**config.mk**
```make
export PLATFORM = sky130hd
export DESIGN_NAME = sky_fade_ctrl_flat
export DESIGN_NICKNAME = d
export VERILOG_FILES = /design/src/rtl/sky_fade_ctrl_pkg.sv /design/src/rtl/sky_fade_ctrl_if.sv /design/src/rtl/sky_fade_ctrl_div.sv /design/src/rtl/sky_fade_ctrl.sv /design/src/flat_wrapper.sv
export SDC_FILE = /design/constraint.sdc
export NUM_CORES = 1
export LEC_CHECK = 0
export CELL_PAD_IN_SITES_DETAIL_PLACEMENT = 0
export CELL_PAD_IN_SITES_GLOBAL_PLACEMENT = 1
export CORE_ASPECT_RATIO = 0.9
export CORE_MARGIN = 2
export CORE_UTILIZATION = 45
export CTS_CLUSTER_DIAMETER = 200
export DETAILED_ROUTE_END_ITERATION = 8
export GPL_TIMING_DRIVEN = 0
export PLACE_DENSITY = 0.81
export SETUP_SLACK_MARGIN = 0.1
export SLEW_MARGIN = 20
export SYNTH_ARGS = -nofsm -noshare
export SYNTH_HDL_FRONTEND = slang
export SYNTH_HIERARCHICAL = 1
export SYNTH_SLANG_ARGS = --single-unit
```
**constraint.sdc**
```tcl
create_clock -name clk_pix -period 4.1 [get_ports clk_pix]
set_clock_uncertainty 0.2 [all_clocks]
set_input_delay 1.025 -clock clk_pix [delete_from_list [all_inputs] [get_ports clk_pix]]
set_output_delay 1.025 -clock clk_pix [all_outputs]
set_load 0.02 [all_outputs]
```
**src/rtl/sky_fade_ctrl_pkg.sv**
```systemverilog
// Shared phase codes and fade constants for the day/night sky sequencer.
// Imported by the controller, its prescaler and the renderer stages.
package sky_pkg;

  localparam logic [1:0] PH_NIGHT = 2'd0;
  localparam logic [1:0] PH_RISE  = 2'd1;
  localparam logic [1:0] PH_DAY   = 2'd2;
  localparam logic [1:0] PH_SET   = 2'd3;

  localparam logic [7:0] FADE_MAX        = 8'd255;
  localparam logic [7:0] SUN_VISIBLE_MIN = 8'd64;

  function automatic logic [1:0] next_phase(input logic [1:0] ph);
    return ph + 2'd1;
  endfunction

endpackage

```
**src/rtl/sky_fade_ctrl_if.sv**
```systemverilog
// Control/status bundle between display timing and the sky sequencer.
// master drives frame/en/skip, slave produces the fade state.
interface sky_fade_ctrl_if;

  logic       frame;
  logic       en;
  logic       skip;
  logic [7:0] fade_level;
  logic       direction;
  logic [1:0] phase;
  logic       step;

  modport master (
    output frame, en, skip,
    input  fade_level, direction, phase, step
  );

  modport slave (
    input  frame, en, skip,
    output fade_level, direction, phase, step
  );

endinterface

```
**src/rtl/sky_fade_ctrl_div.sv**
```systemverilog
// Tick prescaler: pulse on every DIV-th tick, wraps to zero on that tick.
// clr wins over tick and suppresses the pulse.
module fade_step_div #(
  parameter int unsigned CW  = 16,
  parameter int unsigned DIV = 4
) (
  input  logic clk_pix,
  input  logic rst_n,
  input  logic tick,
  input  logic clr,
  output logic pulse
);

  if (DIV < 1 || DIV > (2 ** CW) - 1) begin : g_bad_div
    $error("fade_step_div: DIV does not fit in CW bits");
  end

  localparam logic [CW-1:0] LAST = CW'(DIV - 1);

  logic [CW-1:0] cnt;
  logic          at_last;

  assign at_last = (cnt == LAST);
  assign pulse   = tick & ~clr & at_last;

  always_ff @(posedge clk_pix or negedge rst_n) begin
    if (!rst_n) begin
      cnt <= '0;
    end else if (clr) begin
      cnt <= '0;
    end else if (tick) begin
      cnt <= at_last ? '0 : cnt + 1'b1;
    end
  end

endmodule

```
**src/rtl/sky_fade_ctrl.sv**
```systemverilog
// Day/night fade sequencer: NIGHT -> RISE -> DAY -> SET, one tick per frame.
// All outputs are registered and only move on a tick or a skip pulse.
module sky_fade_ctrl
  import sky_pkg::*;
#(
  parameter int unsigned FRAMES_PER_STEP = 4,
  parameter int unsigned HOLD_NIGHT      = 120,
  parameter int unsigned HOLD_DAY        = 240,
  parameter int unsigned CW              = 16
) (
  input logic            clk_pix,
  input logic            rst_n,
  sky_fade_ctrl_if.slave bus
);

  logic [1:0] phase_q, phase_d;
  logic [7:0] fade_q, fade_d;
  logic       dir_q;
  logic       step_q;

  logic tick, live;
  logic pre_p, night_p, day_p;
  logic rise_p, set_p;
  logic fading;

  assign tick   = bus.frame & bus.en;
  assign live   = tick & ~bus.skip;
  assign fading = (phase_q == PH_RISE) | (phase_q == PH_SET);

  fade_step_div #(.CW(CW), .DIV(FRAMES_PER_STEP)) u_pre (
    .clk_pix (clk_pix),
    .rst_n   (rst_n),
    .tick    (live & fading),
    .clr     (bus.skip),
    .pulse   (pre_p)
  );

  fade_step_div #(.CW(CW), .DIV(HOLD_NIGHT)) u_night (
    .clk_pix (clk_pix),
    .rst_n   (rst_n),
    .tick    (live & (phase_q == PH_NIGHT)),
    .clr     (bus.skip),
    .pulse   (night_p)
  );

  fade_step_div #(.CW(CW), .DIV(HOLD_DAY)) u_day (
    .clk_pix (clk_pix),
    .rst_n   (rst_n),
    .tick    (live & (phase_q == PH_DAY)),
    .clr     (bus.skip),
    .pulse   (day_p)
  );

  assign rise_p = pre_p & (phase_q == PH_RISE);
  assign set_p  = pre_p & (phase_q == PH_SET);

  always_comb begin
    phase_d = phase_q;
    fade_d  = fade_q;
    if (bus.skip) begin
      phase_d = next_phase(phase_q);
      if (phase_q == PH_RISE || phase_q == PH_DAY)
        fade_d = FADE_MAX;
      else
        fade_d = '0;
    end else begin
      unique case (1'b1)
        night_p: phase_d = PH_RISE;
        day_p:   phase_d = PH_SET;
        rise_p: begin
          fade_d = fade_q + 8'd1;
          if (fade_d == FADE_MAX)
            phase_d = PH_DAY;
        end
        set_p: begin
          fade_d = fade_q - 8'd1;
          if (fade_d == '0)
            phase_d = PH_NIGHT;
        end
        default: ;
      endcase
    end
  end

  always_ff @(posedge clk_pix or negedge rst_n) begin
    if (!rst_n) begin
      phase_q <= PH_NIGHT;
      fade_q  <= '0;
      dir_q   <= 1'b0;
      step_q  <= 1'b0;
    end else begin
      phase_q <= phase_d;
      fade_q  <= fade_d;
      dir_q   <= (phase_d == PH_SET);
      step_q  <= (fade_d != fade_q);
    end
  end

  // A fade step can only land on 255/0 as the phase changes, never past it.
  always_ff @(posedge clk_pix) begin
    if (rst_n && !bus.skip) begin
      if (rise_p) assert (fade_q != FADE_MAX);
      if (set_p)  assert (fade_q != 8'd0);
    end
  end

  assign bus.phase      = phase_q;
  assign bus.fade_level = fade_q;
  assign bus.direction  = dir_q;
  assign bus.step       = step_q;

endmodule
```
**src/flat_wrapper.sv**
```systemverilog
// flat-port wrapper written by rule: the top's interface ports become plain ports
module sky_fade_ctrl_flat import sky_pkg::*;
#(
  parameter int unsigned FRAMES_PER_STEP = 4,
  parameter int unsigned HOLD_NIGHT      = 120,
  parameter int unsigned HOLD_DAY        = 240,
  parameter int unsigned CW              = 16
)
  (clk_pix, rst_n, bus_frame, bus_en, bus_skip, bus_fade_level, bus_direction, bus_phase, bus_step);
  sky_fade_ctrl_if bus_i ();
  input logic clk_pix;
  input logic rst_n;
  input wire logic [$bits(bus_i.frame)-1:0] bus_frame;
  input wire logic [$bits(bus_i.en)-1:0] bus_en;
  input wire logic [$bits(bus_i.skip)-1:0] bus_skip;
  output wire logic [$bits(bus_i.fade_level)-1:0] bus_fade_level;
  output wire logic [$bits(bus_i.direction)-1:0] bus_direction;
  output wire logic [$bits(bus_i.phase)-1:0] bus_phase;
  output wire logic [$bits(bus_i.step)-1:0] bus_step;
  assign bus_i.frame = bus_frame;
  assign bus_i.en = bus_en;
  assign bus_i.skip = bus_skip;
  assign bus_fade_level = bus_i.fade_level;
  assign bus_direction = bus_i.direction;
  assign bus_phase = bus_i.phase;
  assign bus_step = bus_i.step;
  sky_fade_ctrl #(.FRAMES_PER_STEP(FRAMES_PER_STEP), .HOLD_NIGHT(HOLD_NIGHT), .HOLD_DAY(HOLD_DAY), .CW(CW)) u_core (.clk_pix(clk_pix), .rst_n(rst_n), .bus(bus_i));
endmodule
```
==> flow_summary.json <==
{
  "busiest_layer": "met2",
  "worstMarginPinSlew_ps": 702,
  "final_cell_area_um2": 4740,
  "final_common_cell": "dfrtp_1",
  "grt_first_pass_wirelength_mm": 17.7,
  "areaGrowthSynthToFinish_pct": 12.5,
  "critical_path_class": "in -> reg",
  "endpoint_kind": "register",
  "drt_iter0_markers": 157,
  "initial_core_util_pct": 46.2,
  "clock-sinks": 60,
  "viasPerCell": 6.13,
  "hold_violations": 0,
  "final_max_slew_viol_count": 0,
  "syn_avg_cell_area_um2": 9.10,
  "setup_viol": 0,
  "cts_tree": "yes",
  "layout_common_cells": "dfrtp_1 (60), nand2_1 (40), a21oi_1 (30), a31oi_1 (29), nor2_1 (28)",
  "core_um2": 9130,
  "clockBufferDepth": 2,
  "pin_count": 17,
  "drive_gt1_share_pct": 15.3,
  "postRouteAntennaNets": 0,
  "grt_util_met3_pct": 4.27,
  "synth_edf_count": 0,
  "drc": 0,
  "gr-total-overflow": 0,
  "syn_nets": 479,
  "cts-root-buf": "clkbuf_8",
  "die_h_um": 95.8,
  "min_path_type": "reg -> reg",
  "totalWireLength_mm": 10.5,
  "use_met1_pct": 31.1,
  "syn-instance-count": 463,
  "cts_hold_buf": 0,
  "regArea_um2": 1500,
  "synth-seq-cells": 60,
  "final_cells": 618,
  "layout_setup_ws_ps": 333,
  "design.die.area_um2": 10200,
  "met2_usage_pct": 34.2,
  "rsz0062_at_grt": "no",
  "synth_area_um2": 4210,
  "dpl.hpwl_mm": 7.18,
  "die_w_um": 106,
  "postCtsSetupBuffers": 0,
  "cts_buffers": 9,
  "fill_cells": 870,
  "wl_per_cell_um": 17.0,
  "multi_input_area_um2": 2460,
  "cp-start-kind": "input pin",
  "yosysWarnings": 6,
  "critical_path.max_fanout": 17,
  "synth_cell_types": 77,
  "place.gp.congestion": 0.872,
  "timing.slew.headroom_pct": 52.7,
  "cap_violations": 0,
  "clk_pin_slew_ps": 80,
  "insertedDiodeCount": 0,
  "vias": 3789,
  "power_density_nw_per_um2": 399,
  "period_share_pct": 91.9,
  "portBuffers": 16,
  "status": "finished, final reports clean",
  "placed_cells": 602,
  "min_period_ps": 3770,
  "clk-insertion-delay-late_ps": 350,
  "final_nets": 507,
  "placed_area_um2": 4540,
  "worstPathArrival_ps": 3840,
  "cts.htree.levels": 3,
  "ys.flop_type": "dfrtp_1",
  "grt_pass1_vias": 3472,
  "cp.required_ps": 4170,
  "dp_slack_ps": -833,
  "grt_antenna_before_repair": 0,
  "dr.pass1.iters": 4,
  "p_leak_nw": 1.89,
  "track_usage_pct": 22.0,
  "fp-row-count": 33,
  "grt_max_degree": 33,
  "seq_area_frac_synth_pct": 35.6,
  "clock.fmax_ghz": 0.265,
  "async_reset_ff_share_pct": 100,
  "ir_drop_mv": 0.290
}
[critical path, cell delays in order]
cell and delay [ps]:
clkdlybuf4s15_2 330, clkbuf_1 250, clkbuf_2 250, nor2_1 220, o21a_2 230, nand2b_1 120, nor2_1 110, clkbuf_2 250
nand2_1 160, o41a_1 420, a221o_1 360, a21oi_2 100
[sequential cells by signal (all words and copies together) (netlist names)]
| signal | count |
|---|---|
| u_core/bus.step | 1 |
| u_core/bus.fade_level | 8 |
| u_core/u_pre/cnt | 16 |
| u_core/bus.phase | 2 |
| u_core/u_day/cnt | 16 |
| u_core/u_night/cnt | 16 |
| u_core/bus.direction | 1 |
[cells in the mapped netlist (3+ instances only)]
library cell	n	area share, %
nor3_1	11	1.3
dfrtp_1	60	36
xor2_1	6	1.2
and3_2	4	0.71
nand3_1	23	2.7
buf_2	5	0.59
o32ai_1	3	0.62
clkbuf_1	13	1.2
nor4_1	8	1.2
buf_6	9	2.4
a221o_1	3	0.71
nor2_1	28	2.5
mux2_2	6	1.6
a41oi_1	5	1.0
inv_1	11	0.98
o21ai_0	8	0.95
nand4_1	20	3.0
a22o_1	4	0.83
nand2_1	40	3.6
and2_1	4	0.59
nor4_4	3	1.5
a31oi_1	29	4.3
a21o_1	5	0.89
a221oi_1	6	1.2
and4_1	6	1.2
a21oi_1	30	3.6
nand3_2	3	0.71
or2_2	4	0.59
o21ai_1	9	1.1
mux2i_1	4	0.95
ha_1	11	3.3
and3_1	7	1.0
o21a_1	3	0.53
nand2b_1	16	2.4
buf_4	4	0.71
[per-stage QoR]
stage	setup TNS (ps)	hold WS, ps	utilization (%)	power (mW)
floorplan	0	252	-	1.13
global placement	-28900	280	49.6	1.35
detailed placement	-11320	287	49.8	1.35
CTS	0	298	51.9	1.91
global route	0	323	52.0	2.01
finish	0	293	52.0	1.89
[layer usage]
layer  vias to the layer above  part of all wire, %
met5                         -                    0
met4                         0                  1.4
met3                        11                  4.3
met2                        90                   46
met1                      1878                   48
li1                       1810                    -
[what timing repair did]
item | 4_1_cts | 5_1_grt
endpoints found under the setup margin | 12 | 4
endpoints found under the hold margin | 0 | 0
gates cloned | 0 | 0
resized for setup | 4 | 3
[path summary, 6_finish.rpt]
path / from / to / slack, ps / depth (start not counted)
max: bus_skip / u_core/bus.direction / 330 / 12
min: u_core/u_night/cnt[6] / u_core/u_night/cnt[6] / 290 / 1
max reg2reg: u_core/bus.phase[1] / u_core/bus.direction / 780 / 11
min reg2reg: u_core/u_night/cnt[6] / u_core/u_night/cnt[6] / 290 / 1
max in group asynchronous: rst_n / u_core/bus.fade_level[7] / 2790 / 2
min in group asynchronous: rst_n / u_core/u_night/cnt[3] / 400 / 1
[kinds of logic (layout without fill, tap and decap cells)]
logic type | count (synthesis) | after routing | synth area share, %
buffers and inverters | 43 | 76 | 5.94
multiplexers | 11 | 11 | 2.82
AND/OR/NAND/NOR | 202 | 202 | 28.7
XOR/XNOR | 7 | 7 | 1.63
flip-flops | 60 | 60 | 35.6
adder cells (fa/ha/maj) | 11 | 11 | 3.27
AO/OA/AOI/OAI | 129 | 129 | 22.0
[report_power, final]
group	leakage (nW)	total (mW)	switching (mW)	internal, mW
sequential	0.805	0.694	0.0571	0.637
clock	0.0927	0.546	0.265	0.281
combinational	0.989	0.652	0.381	0.271
total	1.89	1.89	0.703	1.19
[final cells by class]
class / count / area share, %
inverters: 11 / 0.871
flip-flops and latches: 60 / 31.7
multi-input cells: 360 / 52.0
well taps: 122 / 3.22
clock inverters: 6 / 1.35
clock buffers: 10 / 2.69
plain buffers: 32 / 4.46
repair buffers: 17 / 3.77
Note: power is estimated with default switching activity, not from simulation.
